$ cat src/rtl/load_store_unit_pkg.sv
// Shared definitions for the load/store unit: access size codes, FSM states
// and the default ack watchdog limit.
package load_store_unit_pkg;

  localparam logic [1:0] MEM_BYTE = 2'b00;
  localparam logic [1:0] MEM_HALF = 2'b01;
  localparam logic [1:0] MEM_WORD = 2'b10;

  localparam int DEFAULT_TIMEOUT = 255;

  typedef enum logic [1:0] {
    LSU_IDLE = 2'b00,
    LSU_REQ  = 2'b01,
    LSU_DONE = 2'b10
  } lsu_state_e;

endpackage

$ cat src/rtl/lsu_align.sv
// Combinational byte-lane logic: store byte enables and data replication,
// load lane extraction with sign/zero extension, and alignment checking.
module lsu_align
  import load_store_unit_pkg::*;
(
  input  logic [1:0]  size,
  input  logic [1:0]  addr_lo,
  input  logic        ext_sign,
  input  logic [31:0] store_data,
  input  logic [31:0] rdata,
  output logic [3:0]  be,
  output logic [31:0] wdata,
  output logic [31:0] load_value,
  output logic        misaligned
);

  logic [7:0]  byte_lane;
  logic [15:0] half_lane;

  always_comb begin
    byte_lane = rdata[7:0];
    case (addr_lo)
      2'd1:    byte_lane = rdata[15:8];
      2'd2:    byte_lane = rdata[23:16];
      2'd3:    byte_lane = rdata[31:24];
      default: byte_lane = rdata[7:0];
    endcase
    half_lane = addr_lo[1] ? rdata[31:16] : rdata[15:0];
  end

  // The reserved size code behaves exactly like a word access.
  always_comb begin
    be         = 4'b1111;
    wdata      = store_data;
    load_value = rdata;
    misaligned = 1'b0;
    case (size)
      MEM_BYTE: begin
        be         = 4'b0001 << addr_lo;
        wdata      = {4{store_data[7:0]}};
        load_value = {{24{ext_sign & byte_lane[7]}}, byte_lane};
      end
      MEM_HALF: begin
        be         = 4'b0011 << addr_lo;
        wdata      = {2{store_data[15:0]}};
        load_value = {{16{ext_sign & half_lane[15]}}, half_lane};
        misaligned = addr_lo[0];
      end
      MEM_WORD, 2'b11: begin
        misaligned = (addr_lo != 2'b00);
      end
    endcase
  end

endmodule

$ cat src/rtl/load_store_unit.sv
// Data-memory interface stage: req/ack handshake with core stall, lane steering.
// Define LSU_TIMEOUT_EN to enable the ack watchdog (TIMEOUT_CYCLES) and bus_err.
module load_store_unit
  import load_store_unit_pkg::*;
#(
  parameter int TIMEOUT_CYCLES = DEFAULT_TIMEOUT
) (
  input  logic        clk,
  input  logic        rst,
  input  logic        mem_read,
  input  logic        mem_write,
  input  logic [1:0]  mem_size,
  input  logic        ext_sign,
  input  logic [31:0] addr,
  input  logic [31:0] store_data,
  output logic [31:0] load_data,
  output logic        stall,
  output logic        misaligned,
  output logic        bus_err,
  output logic        dmem_req,
  output logic        dmem_we,
  output logic [31:0] dmem_addr,
  output logic [3:0]  dmem_be,
  output logic [31:0] dmem_wdata,
  input  logic [31:0] dmem_rdata,
  input  logic        dmem_ack
);

  lsu_state_e  state, state_nxt;
  logic [1:0]  lat_size, lat_addr_lo;
  logic        lat_sign;
  logic [1:0]  sel_size, sel_addr_lo;
  logic        sel_sign;
  logic [3:0]  al_be;
  logic [31:0] al_wdata, al_load;
  logic        al_misaligned;
  logic        op, start, reject, complete, abort;

  // While idle the aligner looks at the live op; afterwards at the latched one.
  always_comb begin
    sel_size    = lat_size;
    sel_addr_lo = lat_addr_lo;
    sel_sign    = lat_sign;
    if (state == LSU_IDLE) begin
      sel_size    = mem_size;
      sel_addr_lo = addr[1:0];
      sel_sign    = ext_sign;
    end
  end

  lsu_align u_align (
    .size       (sel_size),
    .addr_lo    (sel_addr_lo),
    .ext_sign   (sel_sign),
    .store_data (store_data),
    .rdata      (dmem_rdata),
    .be         (al_be),
    .wdata      (al_wdata),
    .load_value (al_load),
    .misaligned (al_misaligned)
  );

  assign op       = mem_read | mem_write;
  assign start    = (state == LSU_IDLE) && op && !al_misaligned;
  assign reject   = (state == LSU_IDLE) && op && al_misaligned;
  assign complete = (state == LSU_REQ) && dmem_ack;

`ifdef LSU_TIMEOUT_EN
  localparam int CNT_W = ($clog2(TIMEOUT_CYCLES + 1) > 8) ? $clog2(TIMEOUT_CYCLES + 1) : 8;
  logic [CNT_W-1:0] req_cnt;

  always_ff @(posedge clk or posedge rst) begin
    if (rst) begin
      req_cnt <= '0;
    end else if (start) begin
      req_cnt <= '0;
    end else if ((state == LSU_REQ) && !dmem_ack) begin
      req_cnt <= req_cnt + CNT_W'(1);
    end
  end

  // An ack on the final allowed cycle wins over the abort.
  assign abort = (state == LSU_REQ) && !dmem_ack && (req_cnt == CNT_W'(TIMEOUT_CYCLES - 1));
`else
  logic unused_timeout;
  assign unused_timeout = ^TIMEOUT_CYCLES;
  assign abort          = 1'b0;
`endif

  always_ff @(posedge clk or posedge rst) begin
    if (rst) state <= LSU_IDLE;
    else     state <= state_nxt;
  end

  always_comb begin
    state_nxt = state;
    stall     = 1'b0;
    case (state)
      LSU_IDLE: begin
        if (start) begin
          stall     = 1'b1;
          state_nxt = LSU_REQ;
        end
      end
      LSU_REQ: begin
        stall = 1'b1;
        if (complete || abort) state_nxt = LSU_DONE;
      end
      LSU_DONE: state_nxt = LSU_IDLE;
      default:  state_nxt = LSU_IDLE;
    endcase
  end

  always_ff @(posedge clk or posedge rst) begin
    if (rst) begin
      dmem_req    <= 1'b0;
      dmem_we     <= 1'b0;
      dmem_addr   <= '0;
      dmem_be     <= '0;
      dmem_wdata  <= '0;
      lat_size    <= MEM_BYTE;
      lat_addr_lo <= 2'b00;
      lat_sign    <= 1'b0;
      load_data   <= '0;
      misaligned  <= 1'b0;
      bus_err     <= 1'b0;
    end else begin
      misaligned <= reject;
      bus_err    <= abort;
      if (start) begin
        dmem_req    <= 1'b1;
        dmem_we     <= mem_write;
        dmem_addr   <= {addr[31:2], 2'b00};
        dmem_be     <= al_be;
        dmem_wdata  <= al_wdata;
        lat_size    <= mem_size;
        lat_addr_lo <= addr[1:0];
        lat_sign    <= ext_sign;
      end else if (complete || abort) begin
        dmem_req <= 1'b0;
      end
      if (reject || abort) begin
        load_data <= '0;
      end else if (complete && !dmem_we) begin
        load_data <= al_load;
      end
    end
  end

endmodule

$ cat config.mk
export PLATFORM = sky130hd
export DESIGN_NAME = load_store_unit
export DESIGN_NICKNAME = d
export VERILOG_FILES = /design/src/rtl/load_store_unit_pkg.sv /design/src/rtl/lsu_align.sv /design/src/rtl/load_store_unit.sv
export SDC_FILE = /design/constraint.sdc
export NUM_CORES = 1
export LEC_CHECK = 0
export CAP_MARGIN = 20
export CORE_MARGIN = 2
export CORE_UTILIZATION = 30
export CTS_CLUSTER_DIAMETER = 30
export DETAILED_ROUTE_END_ITERATION = 8
export GPL_ROUTABILITY_DRIVEN = 0
export PLACE_DENSITY = 0.69
export SYNTH_ARGS = -nofsm -noshare
export SYNTH_HDL_FRONTEND = slang
export SYNTH_SLANG_ARGS = --single-unit
$ cat constraint.sdc
create_clock -name clk -period 3.2 [get_ports clk]
set_clock_uncertainty 0.05 [all_clocks]
set_input_delay 0.48 -clock clk [delete_from_list [all_inputs] [get_ports clk]]
set_output_delay 0.48 -clock clk [all_outputs]
set_load 0.01 [all_outputs]
==> results_dict.tcl, run 1 <==
set metrics [dict create \
    outcome "completed" \
    drt-initial-drc-count 310 \
    antenna_found_initial 0 \
    ys_seq_area_share_pct 50.2 \
    critPathMaxStageDelay_ps 550 \
    path_clk_slew_ps 80 \
    ctsHtreeMaxLevel 3 \
    core-area_sq_um 17800 \
    crit_chain "or2_1 -> o2111ai_2 -> a21oi_4 -> nand2b_1 -> clkdlybuf4s50_1" \
    tns_ps 0 \
    synth_edf_count 0 \
    boundaryPins 209 \
    dp_cells 924 \
    setup_slack_ps 223 \
    cts_sinks 108 \
    hpwl_mm 12.0 \
    slew_violations 0 \
    utilization_pct 45.0 \
    synth_area_per_cell_sq_um 10.6 \
    netlist-cell-type-count 52 \
    drtAntennaViolNets 0 \
    synthToLayoutAreaGrowth_pct 48.5 \
    viasPerCell 5.05 \
    groute.usage.overall_pct 17.4 \
    placed_area_sq_um 7700 \
    die_y_um 138 \
    layout.area.seq_sq_um 2710 \
    hold_viol_final 0 \
    instances_no_fill 941 \
    fin_nets 811 \
    worst_setup_path_end_kind "output port" \
    wl_per_cell_um 17.7 \
    critPathKind "flip-flop to output port" \
    place_ws_ps 224 \
    yosys_warnings 0 \
    netlist_instances 509 \
    drc_errors 0 \
    grt_pass1_vias 4735 \
    numPortBuffers 205 \
    max_freq_mhz 336 \
    initial_utilization_pct 30.3 \
    cp-startpoint "state[0]$_DFFE_PP0P_" \
    numCtsBuffers 9 \
    cts_tree "yes" \
    grt_setup_unrepaired "no" \
    leakage_nw 3.21 \
    ir_drop_uv 472 \
    n_antenna_cell 0 \
    start_kind "flip-flop" \
    drv_cap 0 \
    maxSlewHeadroom_pct 44.3 \
    dieArea_sq_um 19100 \
    holdCritPathClass "flip-flop to flip-flop" \
    syn-cell-area_sq_um 5390 \
    worst_pin_slew_ps 832 \
    powerDensity_nw_per_um2 1000 \
    post-route-period-util_pct 93.0 \
    grt_first_pass_wirelength_mm 26.6 \
    setup_violations 0 \
    grt-ovfl-total 0 \
    synthArstFlopShare_pct 100 \
    holdWs_ps 436 \
    crit_fanout 14 \
    power_mw 8.03 \
    r2r-start "state[0]$_DFFE_PP0P_" \
    synth_ff_type "dfrtp_1" \
    die_w_um 138 \
    row_count 49 \
    drive_gt1_share_pct 10.4 \
    final_cell_area_sq_um 8000 \
    grt_max_degree 88 \
    arrival_ps 2450 \
    fill_cells 1702 \
    clk_path_buf_depth 2 \
    finalCriticalPeriod_ps 2980 \
    multiInputGateArea_sq_um 2480 \
    wirelength_mm 16.6 \
    insertion_delay_ps 350 \
    crit_required_ps 2670 \
    clock_tree.root_cell "clkbuf_16" \
    dr.pass1.iters 4 \
    cp_slowest_cell "clkdlybuf4s50_1" \
    via_count 4752 \
    ys_ff_latch 108 \
    hold_start "dmem_req$_DFFE_PP0P_" \
]
-- worst max-delay path: cells and delay by family, from the launching register on --
kind | cells | cell delay, ps
AOI/OAI and AO/OA | 2 | 500
buffers and inverters | 1 | 550
DFF | 1 | 530
and+or+nand+nor | 2 | 500
-- cell type report --
type,count,share of cell area [%]
Clock buffer,9,2.81
Clock inverter,7,0.813
Inverter,3,0.188
Multi-Input combinational cell,362,31.0
Sequential cell,108,33.8
Tap cell,229,3.58
Timing Repair Buffer,223,27.8
-- layer usage --
metal | global-route usage (%) | routed length [um] | vias up
met5 | 0 | 0 | -
met4 | 3.33 | 110 | 0
met3 | 6.30 | 1340 | 8
met2 | 26.8 | 7760 | 181
met1 | 23.7 | 7420 | 2283
li1 | - | - | 2280
-- flip-flops by register name, summed over array words and instances (netlist names), 2 cells and up --
| signal | count |
|---|---|
| lat_size | 2 |
| dmem_be | 4 |
| lat_addr_lo | 2 |
| dmem_addr | 30 |
| dmem_wdata | 32 |
| state | 2 |
| load_data | 32 |
-- report_power, final --
group | switching (mW) | internal [mW] | leakage (nW) | total (mW)
Sequential | 0.386 | 2.01 | 1.31 | 2.40
Combinational | 2.26 | 2.25 | 1.76 | 4.52
Clock | 0.566 | 0.549 | 0.140 | 1.11
Total | 3.21 | 4.82 | 3.21 | 8.03
-- cell usage after synthesis, types with 3 or more instances --
cell type	number	area share [%]
dfrtp_1	108	50
nand2_1	65	4.5
o21ai_0	51	4.7
mux2_1	38	7.9
nor2_1	36	2.5
mux2_2	22	4.6
a31oi_1	20	2.3
o221ai_1	16	2.6
buf_2	15	1.4
buf_4	14	2.0
a21oi_1	10	0.93
mux2i_1	10	1.9
a22o_1	9	1.5
a21o_1	8	1.1
clkbuf_1	8	0.56
o21a_1	8	1.1
o22ai_1	8	0.93
a32oi_1	7	1.1
o311a_1	7	1.3
o21ai_1	4	0.37
inv_1	3	0.21
nand3_1	3	0.28
o211ai_1	3	0.42
-- logic make-up after synthesis --
family,Yosys count,share of synthesized area (%)
AOI/OAI and AO/OA,162,20.4
xor gates and xnor gates,1,0.163
buffers and inverters,41,4.32
DFF,108,50.2
muxes,71,14.7
other,1,0.0696
and+or+nand+nor,125,10.3
-- timing repair --
| item | CTS | global route |
|---|---|---|
| hold buffers | 0 | 0 |
| buffers inserted | 0 | 0 |
| setup endpoints to repair | 0 | 1 |
| resized for setup | 0 | 2 |
-- placed cells by master, fill, tap and decap left out, types with 3 or more instances in the layout --
cell,count
a32oi_1,7
buf_4,15
nor2_1,36
clkbuf_16,9
o311a_1,7
o211ai_1,3
a31oi_1,19
a21oi_1,9
conb_1,3
o21ai_1,4
mux2_1,38
mux2i_1,10
a21o_1,8
a22o_1,9
nand3_1,3
o221ai_1,16
o21a_1,8
clkdlybuf4s50_1,205
nand2_1,65
dfrtp_1,106
buf_12,3
o22ai_1,8
mux2_2,22
o21ai_0,51
-- path summary, 6_finish.rpt --
| check | slack [ps] | cells after the start | to |
|---|---|---|---|
| hold reg to reg | 440 | 1 | dmem_req$_DFFE_PP0P_ |
| setup / recovery | 220 | 5 | stall |
| min in group asynchronous | 560 | 2 | dmem_addr[8]$_DFFE_PP0P_ |
| hold / removal | 440 | 1 | dmem_req$_DFFE_PP0P_ |
| setup reg to reg | 770 | 5 | load_data[7]$_DFFE_PP0P_ |
| max in group asynchronous | 1820 | 3 | load_data[28]$_DFFE_PP0P_ |
Note: power is estimated with default switching activity, not from simulation.
==> run 2, diff against run 1 <==
==> constraint.sdc (replaced) <==
create_clock -name clk -period 2.5 [get_ports clk]
set_clock_uncertainty 0.05 [all_clocks]
set_input_delay 0.375 -clock clk [delete_from_list [all_inputs] [get_ports clk]]
set_output_delay 0.375 -clock clk [all_outputs]
set_load 0.01 [all_outputs]
==> results_dict.tcl, run 2 (synthesis results as in run 1) <==
set metrics [dict create \
    outcome "completed" \
    clock_tree.root_cell "clkbuf_16" \
    wirelength_mm 17.2 \
    holdCritPathClass "primary input to asynchronous set/reset pin" \
    cts_sinks 108 \
    drtAntennaViolNets 0 \
    wl_per_cell_um 17.8 \
    placed_area_sq_um 7910 \
    drt-initial-drc-count 206 \
    place_ws_ps -24.3 \
    r2r_cells 7 \
    final_common_cell "clkdlybuf4s50_1" \
    cts_tree "yes" \
    grt_max_degree 57 \
    drive_gt1_share_pct 13.6 \
    top_regs "dmem_wdata (32), load_data (32), dmem_addr (30)" \
    power.share.switching_pct 39.6 \
    path_clk_slew_ps 80 \
    numCtsBuffers 9 \
    synthToLayoutAreaGrowth_pct 53.1 \
    r2r-start "state[0]$_DFFE_PP0P_" \
    setup_violations 0 \
    max_freq_mhz 428 \
    p_comb_share_pct 57.9 \
    grt-ovfl-total 0 \
    final_cell_area_sq_um 8250 \
    ir_drop_uv 593 \
    finalCriticalPeriod_ps 2340 \
    viasPerCell 5.14 \
    ctsHtreeMaxLevel 3 \
    post-route-period-util_pct 93.5 \
    die_w_um 138 \
    antenna_found_initial 0 \
    crit_fanout 8 \
    drc_errors 0 \
    grt_setup_unrepaired "no" \
    drv_cap 0 \
    insertion_delay_ps 360 \
    final_cell_mix "204 x clkdlybuf4s50_1, 106 x dfrtp_1, 65 x nand2_1" \
    groute.usage.overall_pct 18.0 \
    critPathKind "flip-flop to flip-flop" \
    dr.pass1.iters 7 \
    utilization_pct 46.4 \
    r2r_end "load_data[0]$_DFFE_PP0P_" \
    initial_utilization_pct 30.3 \
    worst_setup_path_end_kind "flip-flop" \
    grt_first_pass_wirelength_mm 27.6 \
    p_sw_mw 4.21 \
    boundaryPins 209 \
    grt_pass1_vias 4961 \
    core-area_sq_um 17800 \
    die_y_um 138 \
    via_count 4961 \
    hpwl_mm 12.5 \
    start_kind "flip-flop" \
    clk_path_buf_depth 2 \
    n_antenna_cell 0 \
    power_frac_clock_pct 13.4 \
    hold_viol_final 0 \
    setup_slack_ps 164 \
    internal_power_mw 6.42 \
    dieArea_sq_um 19100 \
    reg2reg_slack_ps 160 \
    slew_violations 0 \
    arrival_ps 2530 \
    leakage_nw 3.35 \
    powerDensity_nw_per_um2 1290 \
    row_count 49 \
    crit_required_ps 2700 \
    p_seq_share_pct 28.7 \
    fin_nets 836 \
    numPortBuffers 205 \
]
[run 2: critical path, stage by stage (launching register included)]
cell and delay (ps):
dfrtp_2 450, buf_1 160, buf_4 160, o21a_1 240, nor2_4 270, mux2_2 390
o311a_1 290, a22o_1 200
[run 2: layout make-up]
cell class,instances,area [sq um]
clock inverter,7,62.6
sequential,108,2710
multi-input combinational,362,2500
inverter,3,15.0
clock buffer,9,225
tap,229,287
fill,1704,9530
timing repair buffer,248,2460
[run 2: how the worst max path moves through the flow]
stage | startpoint | endpoint | depth (start not counted)
2_1_floorplan | state[1]$_DFFE_PP0P_ | load_data[0]$_DFFE_PP0P_ | 6
3_3_place_gp | mem_size[1] | stall | 6
3_5_place_dp | mem_size[1] | stall | 6
4_1_cts | state[0]$_DFFE_PP0P_ | load_data[0]$_DFFE_PP0P_ | 7
5_1_grt | state[0]$_DFFE_PP0P_ | load_data[0]$_DFFE_PP0P_ | 7
6_report | state[0]$_DFFE_PP0P_ | load_data[0]$_DFFE_PP0P_ | 7
[run 2: layer usage]
layer	vias up	track usage, %	part of all wire [%]
met4	0	6.34	1.7
met5	-	0	0
met3	22	5.44	7.7
met1	2408	24.1	44
met2	199	27.9	46
li1	2332	-	-
[run 2: through the flow]
| step | cells | hold WS (ps) | power [mW] | TNS [ps] |
|---|---|---|---|---|
| after floorplan | 511 | 422 | 6.29 | 0 |
| after global placement | 945 | 409 | 9.10 | -6.53 |
| after detailed placement | 945 | 424 | 9.18 | -36.4 |
| after CTS | 966 | 295 | 10.7 | 0 |
| after global routing | 966 | 310 | 11.4 | 0 |
| final | 966 | 299 | 10.6 | 0 |
[run 2: what timing repair did]
item | CTS | global route
gates resized for setup | 5 | 2
setup buffers | 5 | 0
hold buffers | 0 | 0
setup endpoints to repair | 1 | 19
endpoints found under the hold margin | 0 | 0
pin swaps | 1 | 0
[run 2: power groups by stage]
stage                     registers, mW  logic, mW  clock network, mW
after floorplan                    3.36       2.93                  0
after global placement             3.06       6.03                  0
after detailed placement           3.08       6.10                  0
after CTS                          3.05       6.19               1.47
after global routing               3.16       6.67               1.54
final                              3.05       6.16               1.43
